## config.mk

```make
export PLATFORM = sky130hd
export DESIGN_NAME = pim_conv_scheduler_flat
export DESIGN_NICKNAME = d
export VERILOG_FILES = /design/src/rtl/pim_conv_scheduler_if.sv /design/src/rtl/pim_conv_scheduler.sv /design/src/flat_wrapper.sv
export SDC_FILE = /design/constraint.sdc
export NUM_CORES = 1
export LEC_CHECK = 0
export ABC_AREA = 1
export BUFFER_PORTS_ARGS = -buffer_cell sky130_fd_sc_hd__buf_2
export CORE_AREA = 5 5 134 136
export CTS_CLUSTER_SIZE = 20
export DETAILED_ROUTE_END_ITERATION = 10
export DIE_AREA = 0 0 139 141
export PLACE_DENSITY = 0.89
export SLEW_MARGIN = 40
export SYNTH_ARGS = -nofsm -noshare
export SYNTH_HDL_FRONTEND = slang
export SYNTH_SLANG_ARGS = --single-unit
```

## constraint.sdc

```tcl
create_clock -name clk -period 15.05 [get_ports clk]
set_input_delay 0.7525 -clock clk [delete_from_list [all_inputs] [get_ports clk]]
set_output_delay 0.7525 -clock clk [all_outputs]
set_load 0.05 [all_outputs]
```

## src/rtl/pim_conv_scheduler_if.sv

```systemverilog
// Handshake and PIM bus bundle for pim_conv_scheduler.
// The scheduler uses the master modport; the upstream, PIM and downstream side uses slave.
interface pim_conv_scheduler_if #(
  parameter int DATA_W = 6,
  parameter int TAPS   = 25,
  parameter int ADDR_W = 5,
  parameter int RES_W  = 18
);
  logic                     win_valid;
  logic                     win_ready;
  logic [DATA_W*TAPS-1:0]   win_data;
  logic [DATA_W*TAPS-1:0]   pim_in_data;
  logic [ADDR_W-1:0]        pim_addr;
  logic                     pim_en;
  logic [RES_W-1:0]         pim_result;
  logic                     out_valid;
  logic                     out_ready;
  logic [RES_W-1:0]         out_data;
  logic [ADDR_W-1:0]        out_addr;
  logic                     out_last;
  logic                     frame_done;
  logic                     busy;

  modport master (
    input  win_valid, win_data, pim_result, out_ready,
    output win_ready, pim_in_data, pim_addr, pim_en, out_valid,
           out_data, out_addr, out_last, frame_done, busy
  );

  modport slave (
    output win_valid, win_data, pim_result, out_ready,
    input  win_ready, pim_in_data, pim_addr, pim_en, out_valid,
           out_data, out_addr, out_last, frame_done, busy
  );
endinterface

```

## src/rtl/pim_conv_scheduler.sv

```systemverilog
// Sequencer for the 5x5 PIM convolution unit: holds one window on the PIM taps,
// sweeps every kernel address, streams tagged results and flags end of frame.
module pim_conv_scheduler #(
  parameter int DATA_W   = 6,
  parameter int TAPS     = 25,
  parameter int ADDR_W   = 5,
  parameter int NUM_ADDR = 6,
  parameter int PIM_LAT  = 1,
  parameter int RES_W    = 18,
  parameter int NUM_WIN  = 576
) (
  input  logic                 clk,
  input  logic                 rst,
  pim_conv_scheduler_if.master bus
);

  localparam int WIN_W  = DATA_W * TAPS;
  localparam int CNT_W  = (PIM_LAT > 1) ? $clog2(PIM_LAT) : 1;
  localparam int WCNT_W = (NUM_WIN > 1) ? $clog2(NUM_WIN) : 1;

  localparam logic [ADDR_W-1:0] LAST_ADDR = ADDR_W'(NUM_ADDR - 1);
  localparam logic [CNT_W-1:0]  LAT_LOAD  = CNT_W'(PIM_LAT - 1);
  localparam logic [WCNT_W-1:0] LAST_WIN  = WCNT_W'(NUM_WIN - 1);

  typedef enum logic [1:0] {
    IDLE,
    ISSUE,
    WAIT,
    OUT
  } state_e;

  state_e              state_q,      state_d;
  logic [WIN_W-1:0]    win_q,        win_d;
  logic [ADDR_W-1:0]   addr_q,       addr_d;
  logic [CNT_W-1:0]    cnt_q,        cnt_d;
  logic [WCNT_W-1:0]   wcnt_q,       wcnt_d;
  logic                pim_en_q,     pim_en_d;
  logic                out_valid_q,  out_valid_d;
  logic [RES_W-1:0]    out_data_q,   out_data_d;
  logic [ADDR_W-1:0]   out_addr_q,   out_addr_d;
  logic                out_last_q,   out_last_d;
  logic                frame_done_q, frame_done_d;

  logic win_ready;

  assign win_ready = (state_q == IDLE) && !rst;

  always_comb begin
    state_d      = state_q;
    win_d        = win_q;
    addr_d       = addr_q;
    cnt_d        = cnt_q;
    wcnt_d       = wcnt_q;
    out_data_d   = out_data_q;
    out_addr_d   = out_addr_q;
    out_last_d   = out_last_q;
    frame_done_d = 1'b0;

    case (state_q)
      IDLE: begin
        if (bus.win_valid && win_ready) begin
          win_d   = bus.win_data;
          addr_d  = '0;
          state_d = ISSUE;
        end
      end

      ISSUE: begin
        cnt_d   = LAT_LOAD;
        state_d = WAIT;
      end

      // pim_result is sampled only in the cycle the latency counter expires
      WAIT: begin
        if (cnt_q == '0) begin
          out_data_d = bus.pim_result;
          out_addr_d = addr_q;
          out_last_d = (addr_q == LAST_ADDR);
          state_d    = OUT;
        end else begin
          cnt_d = cnt_q - 1'b1;
        end
      end

      OUT: begin
        if (bus.out_ready) begin
          if (addr_q < LAST_ADDR) begin
            addr_d  = addr_q + 1'b1;
            state_d = ISSUE;
          end else begin
            state_d      = IDLE;
            frame_done_d = (wcnt_q == LAST_WIN);
            wcnt_d       = (wcnt_q == LAST_WIN) ? '0 : wcnt_q + 1'b1;
          end
        end
      end

      default: state_d = IDLE;
    endcase

    // Strobes follow the next state so they are flop outputs aligned with it
    pim_en_d    = (state_d == ISSUE);
    out_valid_d = (state_d == OUT);
  end

  always_ff @(posedge clk or posedge rst) begin
    if (rst) begin
      state_q      <= IDLE;
      win_q        <= '0;
      addr_q       <= '0;
      cnt_q        <= '0;
      wcnt_q       <= '0;
      pim_en_q     <= 1'b0;
      out_valid_q  <= 1'b0;
      out_data_q   <= '0;
      out_addr_q   <= '0;
      out_last_q   <= 1'b0;
      frame_done_q <= 1'b0;
    end else begin
      state_q      <= state_d;
      win_q        <= win_d;
      addr_q       <= addr_d;
      cnt_q        <= cnt_d;
      wcnt_q       <= wcnt_d;
      pim_en_q     <= pim_en_d;
      out_valid_q  <= out_valid_d;
      out_data_q   <= out_data_d;
      out_addr_q   <= out_addr_d;
      out_last_q   <= out_last_d;
      frame_done_q <= frame_done_d;
    end
  end

  assign bus.win_ready   = win_ready;
  assign bus.busy        = (state_q != IDLE);
  assign bus.pim_in_data = win_q;
  assign bus.pim_addr    = addr_q;
  assign bus.pim_en      = pim_en_q;
  assign bus.out_valid   = out_valid_q;
  assign bus.out_data    = out_data_q;
  assign bus.out_addr    = out_addr_q;
  assign bus.out_last    = out_last_q;
  assign bus.frame_done  = frame_done_q;

endmodule

```

## src/flat_wrapper.sv

```systemverilog
// flat-port wrapper written by rule: the top's interface ports become plain ports
module pim_conv_scheduler_flat 
#(
  parameter int DATA_W   = 6,
  parameter int TAPS     = 25,
  parameter int ADDR_W   = 5,
  parameter int NUM_ADDR = 6,
  parameter int PIM_LAT  = 1,
  parameter int RES_W    = 18,
  parameter int NUM_WIN  = 576
)
  (clk, rst, bus_win_valid, bus_win_data, bus_pim_result, bus_out_ready, bus_win_ready, bus_pim_in_data, bus_pim_addr, bus_pim_en, bus_out_valid, bus_out_data, bus_out_addr, bus_out_last, bus_frame_done, bus_busy);
  pim_conv_scheduler_if #(.DATA_W(DATA_W), .TAPS(TAPS), .ADDR_W(ADDR_W), .RES_W(RES_W)) bus_i ();
  input  logic clk;
  input  logic rst;
  input wire logic [$bits(bus_i.win_valid)-1:0] bus_win_valid;
  input wire logic [$bits(bus_i.win_data)-1:0] bus_win_data;
  input wire logic [$bits(bus_i.pim_result)-1:0] bus_pim_result;
  input wire logic [$bits(bus_i.out_ready)-1:0] bus_out_ready;
  output wire logic [$bits(bus_i.win_ready)-1:0] bus_win_ready;
  output wire logic [$bits(bus_i.pim_in_data)-1:0] bus_pim_in_data;
  output wire logic [$bits(bus_i.pim_addr)-1:0] bus_pim_addr;
  output wire logic [$bits(bus_i.pim_en)-1:0] bus_pim_en;
  output wire logic [$bits(bus_i.out_valid)-1:0] bus_out_valid;
  output wire logic [$bits(bus_i.out_data)-1:0] bus_out_data;
  output wire logic [$bits(bus_i.out_addr)-1:0] bus_out_addr;
  output wire logic [$bits(bus_i.out_last)-1:0] bus_out_last;
  output wire logic [$bits(bus_i.frame_done)-1:0] bus_frame_done;
  output wire logic [$bits(bus_i.busy)-1:0] bus_busy;
  assign bus_i.win_valid = bus_win_valid;
  assign bus_i.win_data = bus_win_data;
  assign bus_i.pim_result = bus_pim_result;
  assign bus_i.out_ready = bus_out_ready;
  assign bus_win_ready = bus_i.win_ready;
  assign bus_pim_in_data = bus_i.pim_in_data;
  assign bus_pim_addr = bus_i.pim_addr;
  assign bus_pim_en = bus_i.pim_en;
  assign bus_out_valid = bus_i.out_valid;
  assign bus_out_data = bus_i.out_data;
  assign bus_out_addr = bus_i.out_addr;
  assign bus_out_last = bus_i.out_last;
  assign bus_frame_done = bus_i.frame_done;
  assign bus_busy = bus_i.busy;
  pim_conv_scheduler #(.DATA_W(DATA_W), .TAPS(TAPS), .ADDR_W(ADDR_W), .NUM_ADDR(NUM_ADDR), .PIM_LAT(PIM_LAT), .RES_W(RES_W), .NUM_WIN(NUM_WIN)) u_core (.clk(clk), .rst(rst), .bus(bus_i));
endmodule
```

==> flow_metrics.tcl, run 1 <==
set metrics [dict create \
    run_status "complete, no violations" \
    slew_headroom_pct 44.9 \
    num_vias 5495 \
    fp.dieH_microns 141 \
    wl_per_cell_microns 17.8 \
    io_buffers 355 \
    dr.first_iter.drc_count 332 \
    gp_congestion 0.829 \
    r2r_cells 8 \
    final_cell_mix "355 x buf_2, 194 x dfrtp_1, 100 x nand2_1" \
    critPathSlowestCell "buf_4" \
    fillers 1294 \
    worstPathMaxFanout 121 \
    finalInstanceArea_sq_um 10300 \
    fmax_ghz 0.339 \
    finalClockSkew_ps 8.14 \
    final_nets 1074 \
    grt_pass1_wl_microns 31500 \
    netlist_instances 543 \
    synth.avg_cell_area_sq_um 14.3 \
    clock_sinks 194 \
    syn2layout_area_growth_pct 32.2 \
    layout-drive-gt1-share_pct 59.7 \
    antenna_found_initial 3 \
    die_area_sq_um 19600 \
    critPathMostFrequentCell "nand2_1" \
    ant_nets 0 \
    syn_area_sq_um 7760 \
    max_stage_delay_ps 740 \
    worstPathCellList "buf_2, clkinv_8, nand3_4, buf_4, nand2_1, nand2_1, inv_2, nand3_1, o21ai_0" \
    cap_violations 0 \
    clk_pin_slew_ps 70 \
    power_per_cell_area_nw_per_um2 273 \
    fin_crit_sh_pct 19.6 \
    worstSkewPairLatency_ps 420 \
    grt_remaining_overflow 0 \
    numCtsBuffers 17 \
    rsz0062_at_grt "false" \
    power_frac_seq_pct 32.0 \
    grt_pass1_vias 5880 \
    ys_seq_elements 194 \
    cts_tree "done" \
    startpoint_type "input pin" \
    dp_hpwl_microns 15300 \
    die_w_microns 139 \
    place_area_sq_um 9710 \
    root_buffer "clkbuf_16" \
    postCtsSetupRepairBufs 0 \
    combPwrFrac_pct 53.1 \
    routed_wl_microns 20300 \
    crit_arrival_ps 3250 \
    ctsResizeCount 0 \
    finalSetupViolCount 0 \
    hold_viol 0 \
    maxSlewViolCount 0 \
    htree_levels 4 \
    intPower_mw 1.38 \
    ys.warnings.count 0 \
    p_sw_share_pct 50.6 \
    clockPowerShare_pct 14.9 \
    syn-num-nets 718 \
    vias_per_cell 4.82 \
    synth_cell_type_count 23 \
    grt_max_degree 122 \
    clockBufferDepth 2 \
    start_util_pct 46.2 \
    dr.pass1.iters 4 \
    irDropWorstVdd_mv 0.168 \
    core_sq_um 16800 \
    cp.required_ps 15350 \
    min_period_ps 2950 \
    power_switching_mw 1.42 \
    r2r_slack_ps 12760 \
    min_path_type "in2async" \
    num_io_pins 356 \
    hold_buffers 0 \
    seq_area_frac_synth_pct 62.5 \
    tightest_slew_ps 826 \
    grt_usage_pct 20.2 \
    rows 48 \
    drc 0 \
    p_leak_nw 5.75 \
    mostFrequentLayoutCell "buf_2" \
    critPathKind "in2reg" \
    critPathCaptureType "register" \
    tns_ps 0 \
]
-- sequential cells by signal (all words and copies together), names as in the netlist --
register and count:
u_core.bus.frame_done 1, u_core.bus.out_addr 5, u_core.bus.out_data 18, u_core.bus.out_last 1
u_core.bus.out_valid 1, u_core.bus.pim_addr 5, u_core.bus.pim_en 1, u_core.bus.pim_in_data 150
u_core.state_q 2, u_core.wcnt_q 10
-- metal layers --
layer / vias to the layer above / wire [microns] / GRT usage [%]
met4: 0 / 350 / 6.18
met3: 29 / 1390 / 6.24
met2: 247 / 10700 / 35.6
li1: 2521 / - / -
met1: 2698 / 7870 / 23.9
met5: - / 0 / 0
-- metrics by stage --
step           utilization, %  std cells  total power, mW  setup slack, ps  hold WS (ps)
4_1_cts                  60.9       1136             2.82            12140           477
2_1_floorplan               -        543             2.02             8740           449
3_3_place_gp             57.7       1105             2.35            11680           455
3_5_place_dp             57.7       1105             2.40            11680           457
6_report                 61.0       1139             2.80            12100           383
5_1_grt                  61.0       1139             2.92            11830           424
-- worst max-delay path, delay by kind of cell --
| family | cells | cell delay [ps] |
|---|---|---|
| buffers and inverters | 4 | 1360 |
| and+or+nand+nor | 4 | 980 |
| AOI/OAI and AO/OA | 1 | 70 |
-- cell type report --
type,instances,area (sq um),share of cell area [%]
well taps,225,282,2.74
diodes,3,7.51,0.0732
clock buffers,18,439,4.28
flip-flops and latches,194,4850,47.3
inverters,21,91.3,0.890
clock inverters,13,98.8,0.963
multi-input cells,306,2670,26.1
repair buffers,359,1810,17.7
-- power by group through the flow --
stage	registers (mW)	logic (mW)	clock network, mW
after floorplan	1.69	0.334	0
after global placement	0.883	1.47	0
after detailed placement	0.899	1.50	0
after CTS	0.895	1.50	0.426
after global routing	0.924	1.54	0.451
final	0.896	1.49	0.416
-- logic make-up (layout without fill, tap and decap cells) --
kind of cell	count (synthesis)	count (layout)	synth area share, %
fa+ha+maj	3	3	0.484
flops	194	194	62.5
other cells	0	3	0
compound gates	15	15	1.03
buf+inv	43	411	3.11
simple gates	134	134	6.80
xor+xnor	4	4	0.451
mux	150	150	25.6
-- synth_stat cells --
cell,number,area (sq um)
mux2_4,79,1190
nand3b_1,1,7.51
buf_2,10,50.1
a21oi_1,1,5.00
ha_1,3,37.5
nand2_1,100,375
a21o_1,1,7.51
mux2_2,71,800
inv_1,20,75.1
o21bai_1,1,7.51
buf_6,9,101
nand3_1,9,45.0
xnor2_1,1,8.76
buf_1,1,3.75
nand4_1,1,6.26
nor3_1,1,5.00
inv_2,1,3.75
clkbuf_1,2,7.51
nor2_1,21,78.8
xor2_1,3,26.3
nand3_2,1,10.0
o21ai_0,12,60.1
dfrtp_1,194,4850
-- worst paths after layout --
| path | to | startpoint |
|---|---|---|
| max in group asynchronous | u_core.bus.pim_in_data[107] | rst |
| worst min register to register | u_core.bus.out_data[13] | u_core.bus.out_data[13] |
| worst min-delay path | u_core.bus.out_data[3] | rst |
| min in group clk | u_core.bus.out_data[13] | u_core.bus.out_data[13] |
| worst max register to register | u_core.bus.pim_addr[0] | u_core.state_q[0] |
| worst max-delay path | u_core.bus.pim_addr[0] | rst |
(Power assumes the default switching activity.)
==> inputs of run 2 (changes only) <==
Settings changed: ABC_AREA 1 to 0, CORE_AREA 5 5 134 136 to default, CORE_ASPECT_RATIO from default to 0.9, CORE_MARGIN from default to 5, CORE_UTILIZATION from default to 42, DIE_AREA 0 0 139 141 to default, PLACE_DENSITY 0.89 to 0.85.
Clock period 15.05 ns to 2.5 ns, I/O delays scaled along.
==> run 2 against run 1 <==
Against the previous run: synthesized cell count down 15%; synthesized area down 3.7%; first-iteration DRC count down 38%; non-clock buffer count up 178; routed wire length up 12%; total power rose to 6.1 times the previous value; via count up 8.3%; sequential share of layout area down 6.2 points; design area up 15%; clock skew up 2.2 ps; sequential cell count unchanged; largest power group unchanged.
==> flow_metrics.tcl, run 2 <==
set metrics [dict create \
    r2r-start "u_core.state_q[0]" \
    core_sq_um 17600 \
    rsz0062_at_grt "false" \
    yosysTopAreaCell "dfrtp_1" \
    ys_seq_elements 194 \
    power.total_mw 17.0 \
    slew_headroom_pct 64.8 \
    grt_remaining_overflow 0 \
    critPathSlowestCell "and2_4" \
    critPathCaptureType "register" \
    grt_pass1_wl_microns 35100 \
    hold_viol 0 \
    grt_usage_pct 22.1 \
    fp.dieH_microns 137 \
    htree_levels 4 \
    synth_top_family_by_area "multiplexers" \
    min_period_ps 1980 \
    max_stage_delay_ps 530 \
    start_util_pct 42.6 \
    vias_per_cell 4.77 \
    pre_cts_ws_ps 552 \
    cts_tree "done" \
    layout-drive-gt1-share_pct 57.9 \
    synth_cell_type_count 33 \
    async_flop_share_pct 100 \
    fin_ws_ps 515 \
    tightest_slew_ps 528 \
    startpoint "u_core.state_q[0]" \
    synth.avg_cell_area_sq_um 16.3 \
    die_area_sq_um 20600 \
    finalClockSkew_ps 10.3 \
    synth-main-ff-cell "dfrtp_1" \
    syn2layout_area_growth_pct 58.1 \
    synth_edf_count 0 \
    yosys-top-cells-area "dfrtp_1 65%, mux2_2 27%, buf_6 2.3%" \
    cp.required_ps 2800 \
    antennaDiodeCount 0 \
    path_buf_inv 1 \
    worstPathCellList "nor3_2, and2_4, buf_12, mux2_2" \
    netlist_instances 459 \
    run_status "complete, no violations" \
    dr.first_iter.drc_count 207 \
    ant_nets 0 \
    min_path_type "in2async" \
    wl_per_cell_microns 18.3 \
    synthMuxAreaShare_pct 26.6 \
    fin_crit_sh_pct 79.4 \
    clock_sinks 194 \
    gp_congestion 0.779 \
    final_nets 1169 \
    crit_arrival_ps 2280 \
    seq_area_frac_synth_pct 64.9 \
    p_leak_nw 5.82 \
    fmax_ghz 0.504 \
    syn-num-nets 634 \
    finalSetupViolCount 0 \
    die_w_microns 151 \
    grt_pass1_vias 6735 \
    dr.pass1.iters 4 \
    yosys.area_share.simple_pct 2.81 \
    num_vias 5953 \
    synth_top_area_share_pct 64.9 \
    clk_pin_slew_ps 70 \
    irDropWorstVdd_mv 1.10 \
    routed_wl_microns 22800 \
    dp_hpwl_microns 14600 \
    mostFrequentLayoutCell "buf_2" \
    yosysMostFrequentCell "dfrtp_1" \
    power_per_cell_area_nw_per_um2 1440 \
    ctsResizeCount 0 \
    syn_area_sq_um 7480 \
    grt_max_degree 75 \
    cap_violations 0 \
    worstPathMaxFanout 33 \
    numCtsBuffers 17 \
    critPathKind "reg2reg" \
    worstSkewPairLatency_ps 420 \
    antenna_found_initial 0 \
    rows 46 \
    ys.warnings.count 0 \
    num_io_pins 356 \
    io_buffers 355 \
    final_cell_mix "355 x buf_2, 194 x dfrtp_1, 176 x mux2_2" \
    synth.top_cells.by_count "194 x dfrtp_1, 176 x mux2_2, 15 x buf_6" \
    root_buffer "clkbuf_16" \
    final_util_pct 67.3 \
    largest_register_ffs 150 \
    startpoint_type "register" \
    path_delay_family "simple AND/OR/NAND/NOR gates" \
    maxSlewViolCount 0 \
    synth_compound_area_share_pct 1.39 \
    clockBufferDepth 2 \
    synth_xor_area_share_pct 0.586 \
    drc 0 \
    synth_adder_area_share_pct 0.502 \
    fillers 1180 \
]
[run 2: metrics by stage]
step,hold WS [ps],instance area (sq um),std cells,TNS [ps]
6_report,228,11800,1247,0
5_1_grt,215,11800,1247,0
3_5_place_dp,105,9550,1045,0
3_3_place_gp,100,9550,1045,0
2_1_floorplan,229,7490,459,-25110
4_1_cts,193,11800,1247,0
[run 2: metal layers]
layer | routed length (microns) | part of all wire (%) | vias to the layer above | global-route usage [%]
met5 | 0 | 0 | - | 0
met4 | 786 | 3.4 | 0 | 8.36
met3 | 1960 | 8.6 | 54 | 8.08
met2 | 11900 | 52 | 277 | 40.4
met1 | 8140 | 36 | 2919 | 23.2
li1 | - | - | 2703 | -
[run 2: cell families (layout without fill, tap and decap cells)]
family                     count (synthesis)  in the layout
and+or+nand+nor                           37             37
muxes                                    177            177
adders and majority gates                  3              3
DFF                                      194            194
buffers and inverters                     29            577
AOI/OAI and AO/OA                         14             14
xor gates and xnor gates                   5              5
[run 2: cell type report]
type                            instances  area [sq um]  area share, %
Sequential cell                       194          4850           41.1
Clock buffer                           20           457           3.86
Inverter                                8          33.8          0.286
Clock inverter                         12           114          0.963
Multi-Input combinational cell        236          2390           20.2
Timing Repair Buffer                  537          3670           31.0
Tap cell                              240           300           2.54
[run 2: tightest hold or removal path, cell delays in order]
cell and delay (ps):
dlygate4sd3_1 540, buf_2 150, clkinvlp_4 200
[run 2: path summary, 6_finish.rpt]
check | cells after the start | end | slack [ps]
max in group asynchronous | 4 | u_core.bus.pim_in_data[147] | 1620
hold reg to reg | 1 | u_core.bus.pim_in_data[82] | 500
setup / recovery | 4 | u_core.bus.pim_in_data[122] | 520
setup reg to reg | 4 | u_core.bus.pim_in_data[122] | 520
min in group clk | 3 | u_core.bus.pim_addr[2] | 290
hold / removal | 3 | u_core.bus.out_valid | 230
[run 2: timing repair]
action,CTS,global route
hold endpoints to repair,292,0
setup buffers,0,0
hold buffers,170,0
[run 2: power breakdown]
part | internal, mW | total [mW] | switching, mW
sequential | 4.56 | 5.39 | 0.824
combinational | 2.47 | 9.01 | 6.54
clock | 1.37 | 2.64 | 1.26
total | 8.41 | 17.0 | 8.62
